### src/rtl/rd_data_checker_pkg.sv
// Shared types and pattern helpers for the read-side data checker.
// The write-side pattern generator uses the same functions.
package rd_data_checker_pkg;

  localparam int AMM_DATA_W  = 32;
  localparam int DATA_B_W    = AMM_DATA_W / 8;
  localparam int AMM_BURST_W = 8;
  localparam int ADDR_W      = 16;

  localparam logic [7:0] LFSR_POLY = 8'hB8;

  typedef enum logic {
    PKT_NOCMP = 1'b0,
    PKT_CMP   = 1'b1
  } pkt_type_e;

  typedef enum logic {
    FIX_DATA = 1'b0,
    RND_DATA = 1'b1
  } ptrn_mode_e;

  typedef enum logic {
    ST_IDLE   = 1'b0,
    ST_ACTIVE = 1'b1
  } chk_state_e;

  typedef struct packed {
    pkt_type_e              pkt_type;
    ptrn_mode_e             mode;
    logic [7:0]             data_ptrn;
    logic [ADDR_W-1:0]      word_addr;
    logic [AMM_BURST_W-1:0] word_count;
    logic [DATA_B_W-1:0]    start_mask;
    logic [DATA_B_W-1:0]    end_mask;
    logic [DATA_B_W-1:0]    middle_mask;
  } cmp_pkt_t;

  function automatic logic [7:0] lfsr8_next(
    input logic [7:0] s
  );
    if (s[0]) return (s >> 1) ^ LFSR_POLY;
    return s >> 1;
  endfunction

  function automatic logic [7:0] lfsr8_seed(
    input logic [7:0] p
  );
    return (p == 8'h00) ? 8'hFF : p;
  endfunction

  function automatic logic [AMM_DATA_W-1:0] exp_word(
    input logic [7:0] ptrn,
    input ptrn_mode_e mode
  );
    logic [7:0]            s;
    logic [AMM_DATA_W-1:0] w;
    s = ptrn;
    w = '0;
    for (int b = 0; b < DATA_B_W; b++) begin
      s = lfsr8_next(s);
      w[b*8 +: 8] = (mode == RND_DATA) ? s : ptrn;
    end
    return w;
  endfunction

  function automatic logic [AMM_DATA_W-1:0] byte_to_bit(
    input logic [DATA_B_W-1:0] m
  );
    logic [AMM_DATA_W-1:0] r;
    r = '0;
    for (int b = 0; b < DATA_B_W; b++)
      r[b*8 +: 8] = {8{m[b]}};
    return r;
  endfunction

endpackage

### src/rtl/rd_data_checker_cmp_pkt_fifo.sv
// Show-ahead synchronous FIFO of compare packets.
// Head is valid whenever empty is low.
module cmp_pkt_fifo
  import rd_data_checker_pkg::*;
#(
  parameter int DEPTH = 8
) (
  input  logic                   clk,
  input  logic                   rst_n,
  input  logic                   push,
  input  logic                   pop,
  input  cmp_pkt_t               wr_pkt,
  output cmp_pkt_t               head,
  output logic                   full,
  output logic                   empty,
  output logic [$clog2(DEPTH):0] usedw
);

  localparam int AW = $clog2(DEPTH);
  localparam logic [AW:0] FULL_CNT = (AW+1)'(DEPTH);

  cmp_pkt_t       mem [DEPTH];
  logic [AW-1:0]  wr_ptr;
  logic [AW-1:0]  rd_ptr;

  // Packet storage, no reset needed.
  always_ff @(posedge clk) begin
    if (push) mem[wr_ptr] <= wr_pkt;
  end

  // Pointers and fill level.
  always_ff @(posedge clk or negedge rst_n) begin
    if (!rst_n) begin
      wr_ptr <= '0;
      rd_ptr <= '0;
      usedw  <= '0;
    end else begin
      if (push) wr_ptr <= wr_ptr + AW'(1);
      if (pop)  rd_ptr <= rd_ptr + AW'(1);
      if (push && !pop)      usedw <= usedw + (AW+1)'(1);
      else if (pop && !push) usedw <= usedw - (AW+1)'(1);
    end
  end

  assign head  = mem[rd_ptr];
  assign full  = (usedw == FULL_CNT);
  assign empty = (usedw == '0);

endmodule

### config.mk
export PLATFORM = sky130hd
export DESIGN_NAME = cmp_pkt_fifo
export DESIGN_NICKNAME = d
export VERILOG_FILES = /design/src/rtl/rd_data_checker_pkg.sv /design/src/rtl/rd_data_checker_cmp_pkt_fifo.sv
export SDC_FILE = /design/constraint.sdc
export NUM_CORES = 1
export LEC_CHECK = 0
export ABC_AREA = 1
export CORE_ASPECT_RATIO = 0.6
export CORE_UTILIZATION = 35
export CTS_CLUSTER_SIZE = 8
export DETAILED_ROUTE_END_ITERATION = 10
export GPL_ROUTABILITY_DRIVEN = 0
export PLACE_DENSITY = 0.63
export SYNTH_ARGS = -nofsm -noshare
export SYNTH_HDL_FRONTEND = slang
export SYNTH_SLANG_ARGS = --single-unit
### constraint.sdc
create_clock -name clk -period 3.3 [get_ports clk]
set_input_delay 0.825 -clock clk [delete_from_list [all_inputs] [get_ports clk]]
set_output_delay 0.825 -clock clk [all_outputs]
set_load 0.03 [all_outputs]
# Yosys cells after proc, flatten, opt, wreduce, memory -nomap -nowiden
# Memory sizes are Yosys's and may differ from the RTL's.
# Index checks and enable logic that the tools add are counted.
# totals
output_inout_bits,52
ramBits,368
register_bits,10
latchBits,0
n_memories,1
input_bits,50
romBits,0
elab_cells,19
# classes
reduce_logical,6
add_sub_neg,4
mux,4
n_div,0
shift,0
bitwise_logic,0
mul,0
eq_ne,1
order_cmp,0
# memory_table
memory,depth,width,read_ports,rd_clocked_by_memory_dff,write_ports,line,source
mem,8,46,1,0,1,rd_data_checker_cmp_pkt_fifo.sv:22,cmp_pkt_t mem [DEPTH];
# op_table
operator,n
4-bit two-way mux,2
3-bit by 1-bit adder with 3-bit output (second input constant),2
4-bit by 1-bit adder with 4-bit output (second input constant),1
4-bit == test (second input constant),1
4-bit logical NOT,1
4-bit by 1-bit subtractor with 4-bit output (second input constant),1
1-bit logical AND,2
1-bit logical NOT,2
1-bit two-way mux,2
2-bit nonzero test,1

# Depth between registers and ports, before layout
# Gate-level depths: netlist of the first run.
# logic_depth
word_depth,4
mapped_depth,10
ltp_nobuf,10

# Worst setup path before layout of the first run
# No wires, ideal clock.
# synth_timing
kind,input to register
startpoint,in push
endpoint,mem mem[0][0] (netlist name) (enable)
t_arrival_ps,3108
path_buffers,0
setup_ps,450
stages,3
slack_ps,-258
required_time_ps,2850
path_cell_list,inv_1 > or2_2 > nor2_1
# synth_between
elab_chain_len,2
# synth_rtl
element,line,source
"start, declared",rd_data_checker_cmp_pkt_fifo.sv:10,"input logic push,"
1-bit two-way mux,rd_data_checker_cmp_pkt_fifo.sv:28,if (push) mem[wr_ptr] <= wr_pkt;
1-bit two-way mux (implied by the code),rd_data_checker_cmp_pkt_fifo.sv:28,
"end, declared",rd_data_checker_cmp_pkt_fifo.sv:22,
# No other way between the ends.

==> results.cfg, run 1 <==
[outcome]
status = complete, no violations

[timing]
fin_crit_sh_pct = 94.99
rsz0062_at_grt = false
finClkSkew_ns = 0.01335
layout_min_cycle_time_ns = 3.135
hold_viol = 0
fin_tns_setup_ns = 0
timing.hold.ws_ns = 0.5556
final-max-slew-violation-count = 0
max_freq_ghz = 0.3190
worst_slew_pin_slew_ns = 0.7403
setup_violations = 0
slew_headroom_pct = 50.64

[detailed_routing]
dr.pass1.iters = 5
wire_per_inst_um = 14.98
drc_errors = 0
viasPerCell = 4.350
drtAntennaViolNets = 0
vias = 10530
drt_iter0_markers = 680
wl_um = 36240

[clock_network]
cts_hold_buffers = 0
tritoncts = yes
root_buffer = clkbuf_16
cts_sinks = 378
clk_path_buf_depth = 3
clk_pin_slew_ns = 0.05
h-tree-depth = 2
numCtsBuffers = 53
insertion_delay_ns = 0.56

[yosys]
seq_area_frac_synth_pct = 68.93
synth_nets = 1719
ys_ff_latch = 378
syn_area_um2 = 16390
yosysUniqueCellTypes = 19
postSynthAreaPerCell_um2 = 9.858
synth_cells = 1663
synth_warnings = 0

[power_and_ir_drop]
power_density_nw_per_um2 = 934.5
p_leak_nw = 8.359
peakVddDrop_mv = 0.5625

[critical_path]
r2r_start = wr_ptr[0]
start_kind = flop
reg2reg_depth = 3
cp-end-kind = output port
crit_required_ns = 2.47
r2r-end = mem[2][28]
criticalPathCategory = flop to output port
rrSetupSlack_ns = 1.65
worst-path-max-fanout = 32
arrival_ns = 2.31

[floorplan]
fp.dieH_um = 169.6
coreArea_um2 = 46250
die-width_um = 281.4
dieArea_um2 = 47740
start_util_pct = 35.45
std_cell_rows = 61
pin_count = 102

[place]
place_area_um2 = 18230
io_buffers = 101
hpwlAfterDp_um = 19940

[min_path]
min_to = wr_ptr[2]
hp-class = flop to flop
hold_depth = 2
min_from = wr_ptr[2]

[global_route]
antenna_found_initial = 0
grt_max_degree = 104
grt_pass1_vias = 10100
grt_usage_pct = 15.19
grt_pass1_wl_um = 56350
overflow = 0

[finish]
nFillCells = 4332
fin_nets = 1834
syn2layout_area_growth_pct = 20.21
drive_gt1_share_pct = 8.268
fin_util_pct = 42.61
antenna_cells = 0
stdcell_area_um2 = 19710

[run]
maxCapViolations = 0
## state kept, by name, indices dropped and copies added (netlist names)
name    count
wr_ptr      3
usedw       4
mem       368
rd_ptr      3
## final cells by class
type	instances	area (um2)	area share (%)
inverters	196	735.7	3.733
clock buffers	65	1414	7.174
multi-input cells	1019	3988	20.23
well taps	630	788.3	4.000
flip-flops and latches	378	11310	57.39
repair buffers	130	1455	7.384
clock inverters	2	17.52	0.08888
## through the flow
stage                     power [W]  std cells  setup WS [ns]
after global routing        0.01963       2420       0.008566
final                       0.01842       2420         0.1652
after floorplan             0.01109       1663        -0.2579
after detailed placement    0.01372       2351         0.5093
after CTS                   0.01859       2418        0.06889
after global placement      0.01361       2351         0.5162
## kinds of logic (layout without fill, tap and decap cells)
kind of cell,count (synthesis),count (layout),share of synthesized area (%)
and+or+nand+nor,1004,1004,23.06
adders and majority gates,6,6,0.5037
AOI/OAI and AO/OA,4,4,0.1221
xor gates and xnor gates,5,5,0.2672
DFF,378,378,68.93
buffers and inverters,266,393,7.113
## synth_stat cells
cell | count | area [um2]
nand2_1 | 622 | 2335
nor2_1 | 375 | 1408
edfxtp_1 | 368 | 11050
inv_1 | 194 | 728.2
buf_2 | 41 | 205.2
buf_6 | 13 | 146.4
dfrtp_1 | 10 | 250.2
clkbuf_1 | 6 | 22.52
buf_1 | 5 | 18.77
buf_4 | 5 | 37.54
ha_1 | 5 | 62.56
o21ai_0 | 4 | 20.02
or2_2 | 3 | 18.77
xor2_1 | 3 | 26.28
inv_2 | 2 | 7.510
nand3_1 | 2 | 10.01
nor3_1 | 2 | 10.01
xnor2_1 | 2 | 17.52
fa_1 | 1 | 20.02
## per-layer routing
layer / track usage [%] / wire, um
met1: 21.42 / 17380
met2: 24.31 / 16730
met4: 3.474 / 477
met3: 2.781 / 1657
met5: 0 / 0
## cell usage in the layout, fill, tap and decap left out, drive strengths merged
master         count
nand2            622
nor2             375
edfxtp           368
inv              197
buf               74
clkbuf            66
clkdlybuf4s50     55
dfrtp             10
ha                 5
o21ai              4
or2                3
xor2               3
nor3               2
xnor2              2
nand3              2
fa                 1
clkinv             1
## critical path, stage by stage, from the launching register on
cell and delay [ns]:
dfrtp_4 0.63, buf_4 0.39, nor2_1 0.09, nor2_1 0.09
nand2_1 0.06, nand2_1 0.09, nand2_1 0.09, nand2_1 0.12
buf_4 0.17
## repair_timing
action                     in CTS  in global routing
setup endpoints to repair       0                 13
buffers inserted                0                  1
gates resized for setup         0                  1
## worst max path at each step
stage / slack, ns / cells after the start / to / start
6_report: 0.17 / 8 / head[14] / rd_ptr[0]
5_1_grt: 0.009 / 8 / head[16] / rd_ptr[0]
4_1_cts: 0.07 / 8 / head[44] / rd_ptr[0]
3_5_place_dp: 0.51 / 5 / mem[2][34] / push
3_3_place_gp: 0.52 / 5 / mem[2][33] / push
2_1_floorplan: -0.26 / 3 / mem[0][0] / push
## report_power, final
part | switching, W | total (W) | internal, W
clock | 0.00185 | 0.00479 | 0.00294
sequential | 0.000206 | 0.00605 | 0.00584
combinational | 0.00495 | 0.00757 | 0.00262
Note: power is estimated with default switching activity, not from simulation.
==> inputs of run 2 (changes only) <==
--- a/config.mk
+++ b/config.mk
@@ -11,7 +11,7 @@
 export CTS_CLUSTER_SIZE = 8
 export DETAILED_ROUTE_END_ITERATION = 10
 export GPL_ROUTABILITY_DRIVEN = 0
-export PLACE_DENSITY = 0.63
+export PLACE_DENSITY = 0.6
 export SYNTH_ARGS = -nofsm -noshare
 export SYNTH_HDL_FRONTEND = slang
 export SYNTH_SLANG_ARGS = --single-unit
==> results.cfg, run 2 (synthesis gave the netlist of run 1 again) <==
[critical_path]
cp_num_buf_inv = 3
start_kind = flop
max_stage_delay_ns = 0.70
worst-path-max-fanout = 34
crit_required_ns = 2.47
slowest_stage = dfrtp_2
criticalPathCategory = flop to output port
critical_path.top_delay_family = buffers and inverters
cp-end-kind = output port
arrival_ns = 2.24
crit_chain = inv_2, buf_12, nand2_1, nand2_1, buf_12

[detailed_routing]
wire_per_inst_um = 14.82
drtAntennaViolNets = 0
drt_iter0_markers = 666
dr.pass1.iters = 4
wl_um = 35890
drc_errors = 0
vias = 10450
viasPerCell = 4.315

[clock_network]
cts_sinks = 378
clk_pin_slew_ns = 0.05
root_buffer = clkbuf_16
tritoncts = yes
clk_path_buf_depth = 3
h-tree-depth = 2
insertion_delay_ns = 0.56
numCtsBuffers = 53

[power_and_ir_drop]
peakVddDrop_mv = 0.4943
p_leak_nw = 8.313
power_density_nw_per_um2 = 921.5
power_w = 0.01804

[timing]
final-max-slew-violation-count = 0
layout_min_cycle_time_ns = 3.069
timing.hold.ws_ns = 0.5471
rsz0062_at_grt = false
fin_tns_setup_ns = 0
worst_slew_pin_slew_ns = 0.5353
finClkSkew_ns = 0.008803
fin_crit_sh_pct = 92.99
fin_ws_ns = 0.2313
slew_headroom_pct = 64.20
hold_viol = 0
setup_violations = 0
max_freq_ghz = 0.3259

[place]
placed_cells = 2354
dp_slack_ns = 0.4406
hpwlAfterDp_um = 20620
io_buffers = 101

[finish]
final_cell_mix = 622 x nand2_1, 368 x edfxtp_1, 367 x nor2_1
final_common_cell = nand2_1
drive_gt1_share_pct = 8.324
largest_reg_flops = 368
fin_nets = 1835
syn2layout_area_growth_pct = 19.42
regMostFlops = mem
reg_top3 = mem (368), usedw (4)
instances_no_fill = 2421

[global_route]
grt_pass1_vias = 10060
overflow = 0
grt_pass1_wl_um = 56820
grt_max_degree = 95
antenna_found_initial = 1
grt_usage_pct = 15.45

[floorplan]
coreArea_um2 = 46250
fp.dieH_um = 169.6
std_cell_rows = 61
die-width_um = 281.4
pin_count = 102
start_util_pct = 35.45
dieArea_um2 = 47740

[run]
maxCapViolations = 0

[outcome]
status = complete, no violations

[min_path]
hp-class = flop to flop
## run 2: final cells by class
cell class,count,area (um2)
Fill cell,4418,26670
Antenna cell,1,2.502
Clock inverter,2,17.52
Sequential cell,378,11310
Timing Repair Buffer,131,1321
Clock buffer,64,1410
Inverter,196,740.7
Multi-Input combinational cell,1019,3988
Tap cell,630,788.3
## run 2: path summary, 6_finish.rpt
kind / startpoint / to / slack [ns] / depth (start not counted)
setup reg to reg: wr_ptr[0] / mem[2][19] / 1.58 / 3
min in group asynchronous: rst_n / usedw[1] / 0.63 / 1
setup / recovery: rd_ptr[2] / head[40] / 0.23 / 5
hold reg to reg: wr_ptr[2] / wr_ptr[2] / 0.55 / 2
max in group asynchronous: rst_n / rd_ptr[1] / 2.27 / 1
hold / removal: wr_ptr[2] / wr_ptr[2] / 0.55 / 2
## run 2: per-stage QoR
step	util (%)	area, um2
final	42.33	19580
after detailed placement	39.23	18140
after global routing	42.32	19580
after CTS	42.32	19580
after floorplan	-	16400
after global placement	39.23	18140
## run 2: tightest hold or removal path: cells and delay by family, from the launching register on
family | cells | cell delay, ns
XOR/XNOR | 1 | 0.08
flip-flops | 1 | 0.39
buffers and inverters | 1 | 0.04
## run 2: routing by layer
layer | global-route usage [%] | share of wire [%] | up-vias
met1 | 21.86 | 49 | 4837
met5 | 0 | 0 | -
li1 | - | - | 5380
met3 | 3.125 | 4.1 | 47
met4 | 3.899 | 1.6 | 0
met2 | 24.22 | 45 | 182
## run 2: power by group
part | total [W] | internal, W | leakage, nW | switching [W]
Sequential | 0.00608 | 0.00584 | 3.46 | 0.000239
Clock | 0.00482 | 0.00293 | 0.697 | 0.00189
Combinational | 0.00714 | 0.00233 | 4.16 | 0.00481
## run 2: what timing repair did
item                       CTS  global route
setup endpoints to repair   22             0
hold endpoints to repair     0             0
buffers inserted             0             0
resized for setup            1             0
hold buffers                 0             0
==> inputs of run 3 (changes only) <==
--- a/config.mk
+++ b/config.mk
@@ -7,11 +7,12 @@
 export LEC_CHECK = 0
 export ABC_AREA = 1
 export CORE_ASPECT_RATIO = 0.6
-export CORE_UTILIZATION = 35
+export CORE_UTILIZATION = 54
 export CTS_CLUSTER_SIZE = 8
 export DETAILED_ROUTE_END_ITERATION = 10
 export GPL_ROUTABILITY_DRIVEN = 0
-export PLACE_DENSITY = 0.6
+export PLACE_DENSITY = 0.82
+export SKIP_LAST_GASP = 1
 export SYNTH_ARGS = -nofsm -noshare
 export SYNTH_HDL_FRONTEND = slang
 export SYNTH_SLANG_ARGS = --single-unit
==> results.cfg, run 3 (synthesis gave the netlist of run 1 again) <==
[timing]
setup_violations = 0
hold_viol = 0
rsz0062_at_grt = false
max_freq_ghz = 0.3176
finClkSkew_ns = 0.02064
fin_ws_ns = 0.1510
final-max-slew-violation-count = 0
fin_crit_sh_pct = 95.42
fin_tns_setup_ns = 0
layout_min_cycle_time_ns = 3.149
slew_headroom_pct = 63.61
worst_slew_pin_slew_ns = 0.5459

[run]
maxCapViolations = 0

[floorplan]
die-width_um = 226.9
dieArea_um2 = 31080
pin_count = 102
fp.dieH_um = 137.0
std_cell_rows = 48
coreArea_um2 = 29310
start_util_pct = 55.94

[critical_path]
start_kind = flop
cp_num_buf_inv = 2
crit_required_ns = 2.47
max_stage_delay_ns = 0.70
slowest_stage = dfrtp_4
cp_common_cell = nand2_1
worst-path-max-fanout = 23
crit_cells = 8
crit_chain = buf_4, nor2_1, nor2_1, nand2_1, nand2_1, nand2_1, nand2_1, buf_4
cp-end-kind = output port
critical_path.top_delay_family = flip-flops
criticalPathCategory = flop to output port
arrival_ns = 2.32
reg2reg_depth = 3

[global_route]
grt_usage_pct = 23.02
grt_max_degree = 95
grt_pass1_vias = 10550
antenna_found_initial = 0
overflow = 0
grt_pass1_wl_um = 54160

[power_and_ir_drop]
peakVddDrop_mv = 0.5924
power_density_nw_per_um2 = 934.2
p_leak_nw = 8.275

[place]
place_area_um2 = 17830
hpwlAfterDp_um = 19080
io_buffers = 101
dp_slack_ns = 0.6012
placed_cells = 2121

[detailed_routing]
viasPerCell = 4.957
wire_per_inst_um = 15.74
drc_errors = 0
drt_iter0_markers = 951
dr.pass1.iters = 5
vias = 10840
drtAntennaViolNets = 0
wl_um = 34410

[finish]
stdcell_area_um2 = 19220
instances_no_fill = 2186
reg_top3 = mem (368), usedw (4)
regMostFlops = mem
nFillCells = 2179
final_common_cell = nand2_1
syn2layout_area_growth_pct = 17.23
antenna_cells = 0
drive_gt1_share_pct = 8.063
fin_nets = 1833
final_cell_mix = 622 x nand2_1, 368 x edfxtp_1, 367 x nor2_1
largest_reg_flops = 368
fin_util_pct = 65.58

[clock_network]
clk_pin_slew_ns = 0.05
cts_sinks = 378
insertion_delay_ns = 0.56
tritoncts = yes
root_buffer = clkbuf_16
numCtsBuffers = 53
cts_resized = 0
clk_path_buf_depth = 3
h-tree-depth = 2

[min_path]
hp-class = flop to flop
hold_depth = 2

[outcome]
status = complete, no violations
## run 3: worst paths after layout
path | startpoint | slack (ns) | endpoint
min | wr_ptr[0] | 0.54 | wr_ptr[0]
min in group asynchronous | rst_n | 0.57 | wr_ptr[1]
max reg2reg | wr_ptr[0] | 1.64 | mem[4][21]
min reg2reg | wr_ptr[0] | 0.54 | wr_ptr[0]
max in group asynchronous | rst_n | 2.39 | rd_ptr[1]
max | rd_ptr[0] | 0.15 | head[44]
## run 3: layout make-up
type                       count  area, um2  area share [%]
sequential                   378      11310           58.84
clock inverter                 1      8.758         0.04557
tap                          400      500.5           2.604
inverter                     196      735.7           3.828
timing repair buffer         129       1314           6.835
clock buffer                  63       1364           7.096
multi-input combinational   1019       3988           20.75
## run 3: timing repair
item	in CTS	in global routing
endpoints found under the setup margin	0	30
setup buffers	0	1
hold buffers	0	0
## run 3: where the power goes
part	internal [W]	switching, W	total [W]
sequential	0.00585	0.000272	0.00612
clock	0.00283	0.00183	0.00466
combinational	0.00235	0.00482	0.00717
## run 3: layer usage
layer	part of all wire [%]	track usage, %
met1	45	31.38
met3	6.3	4.358
met5	0	0
met4	1.8	7.606
met2	47	37.58
## run 3: metrics by stage
step	total power, W	hold slack (ns)
3_3_place_gp	0.01310	0.5270
5_1_grt	0.01905	0.5912
4_1_cts	0.01803	0.5440
3_5_place_dp	0.01333	0.5237
6_report	0.01795	0.5414
2_1_floorplan	0.01109	0.4896
## run 3: worst register-to-register path: stages, from the launching register on
cell and delay, ns:
dfrtp_1 0.41, or2_2 0.42, nor2_4 0.14, buf_12 0.31
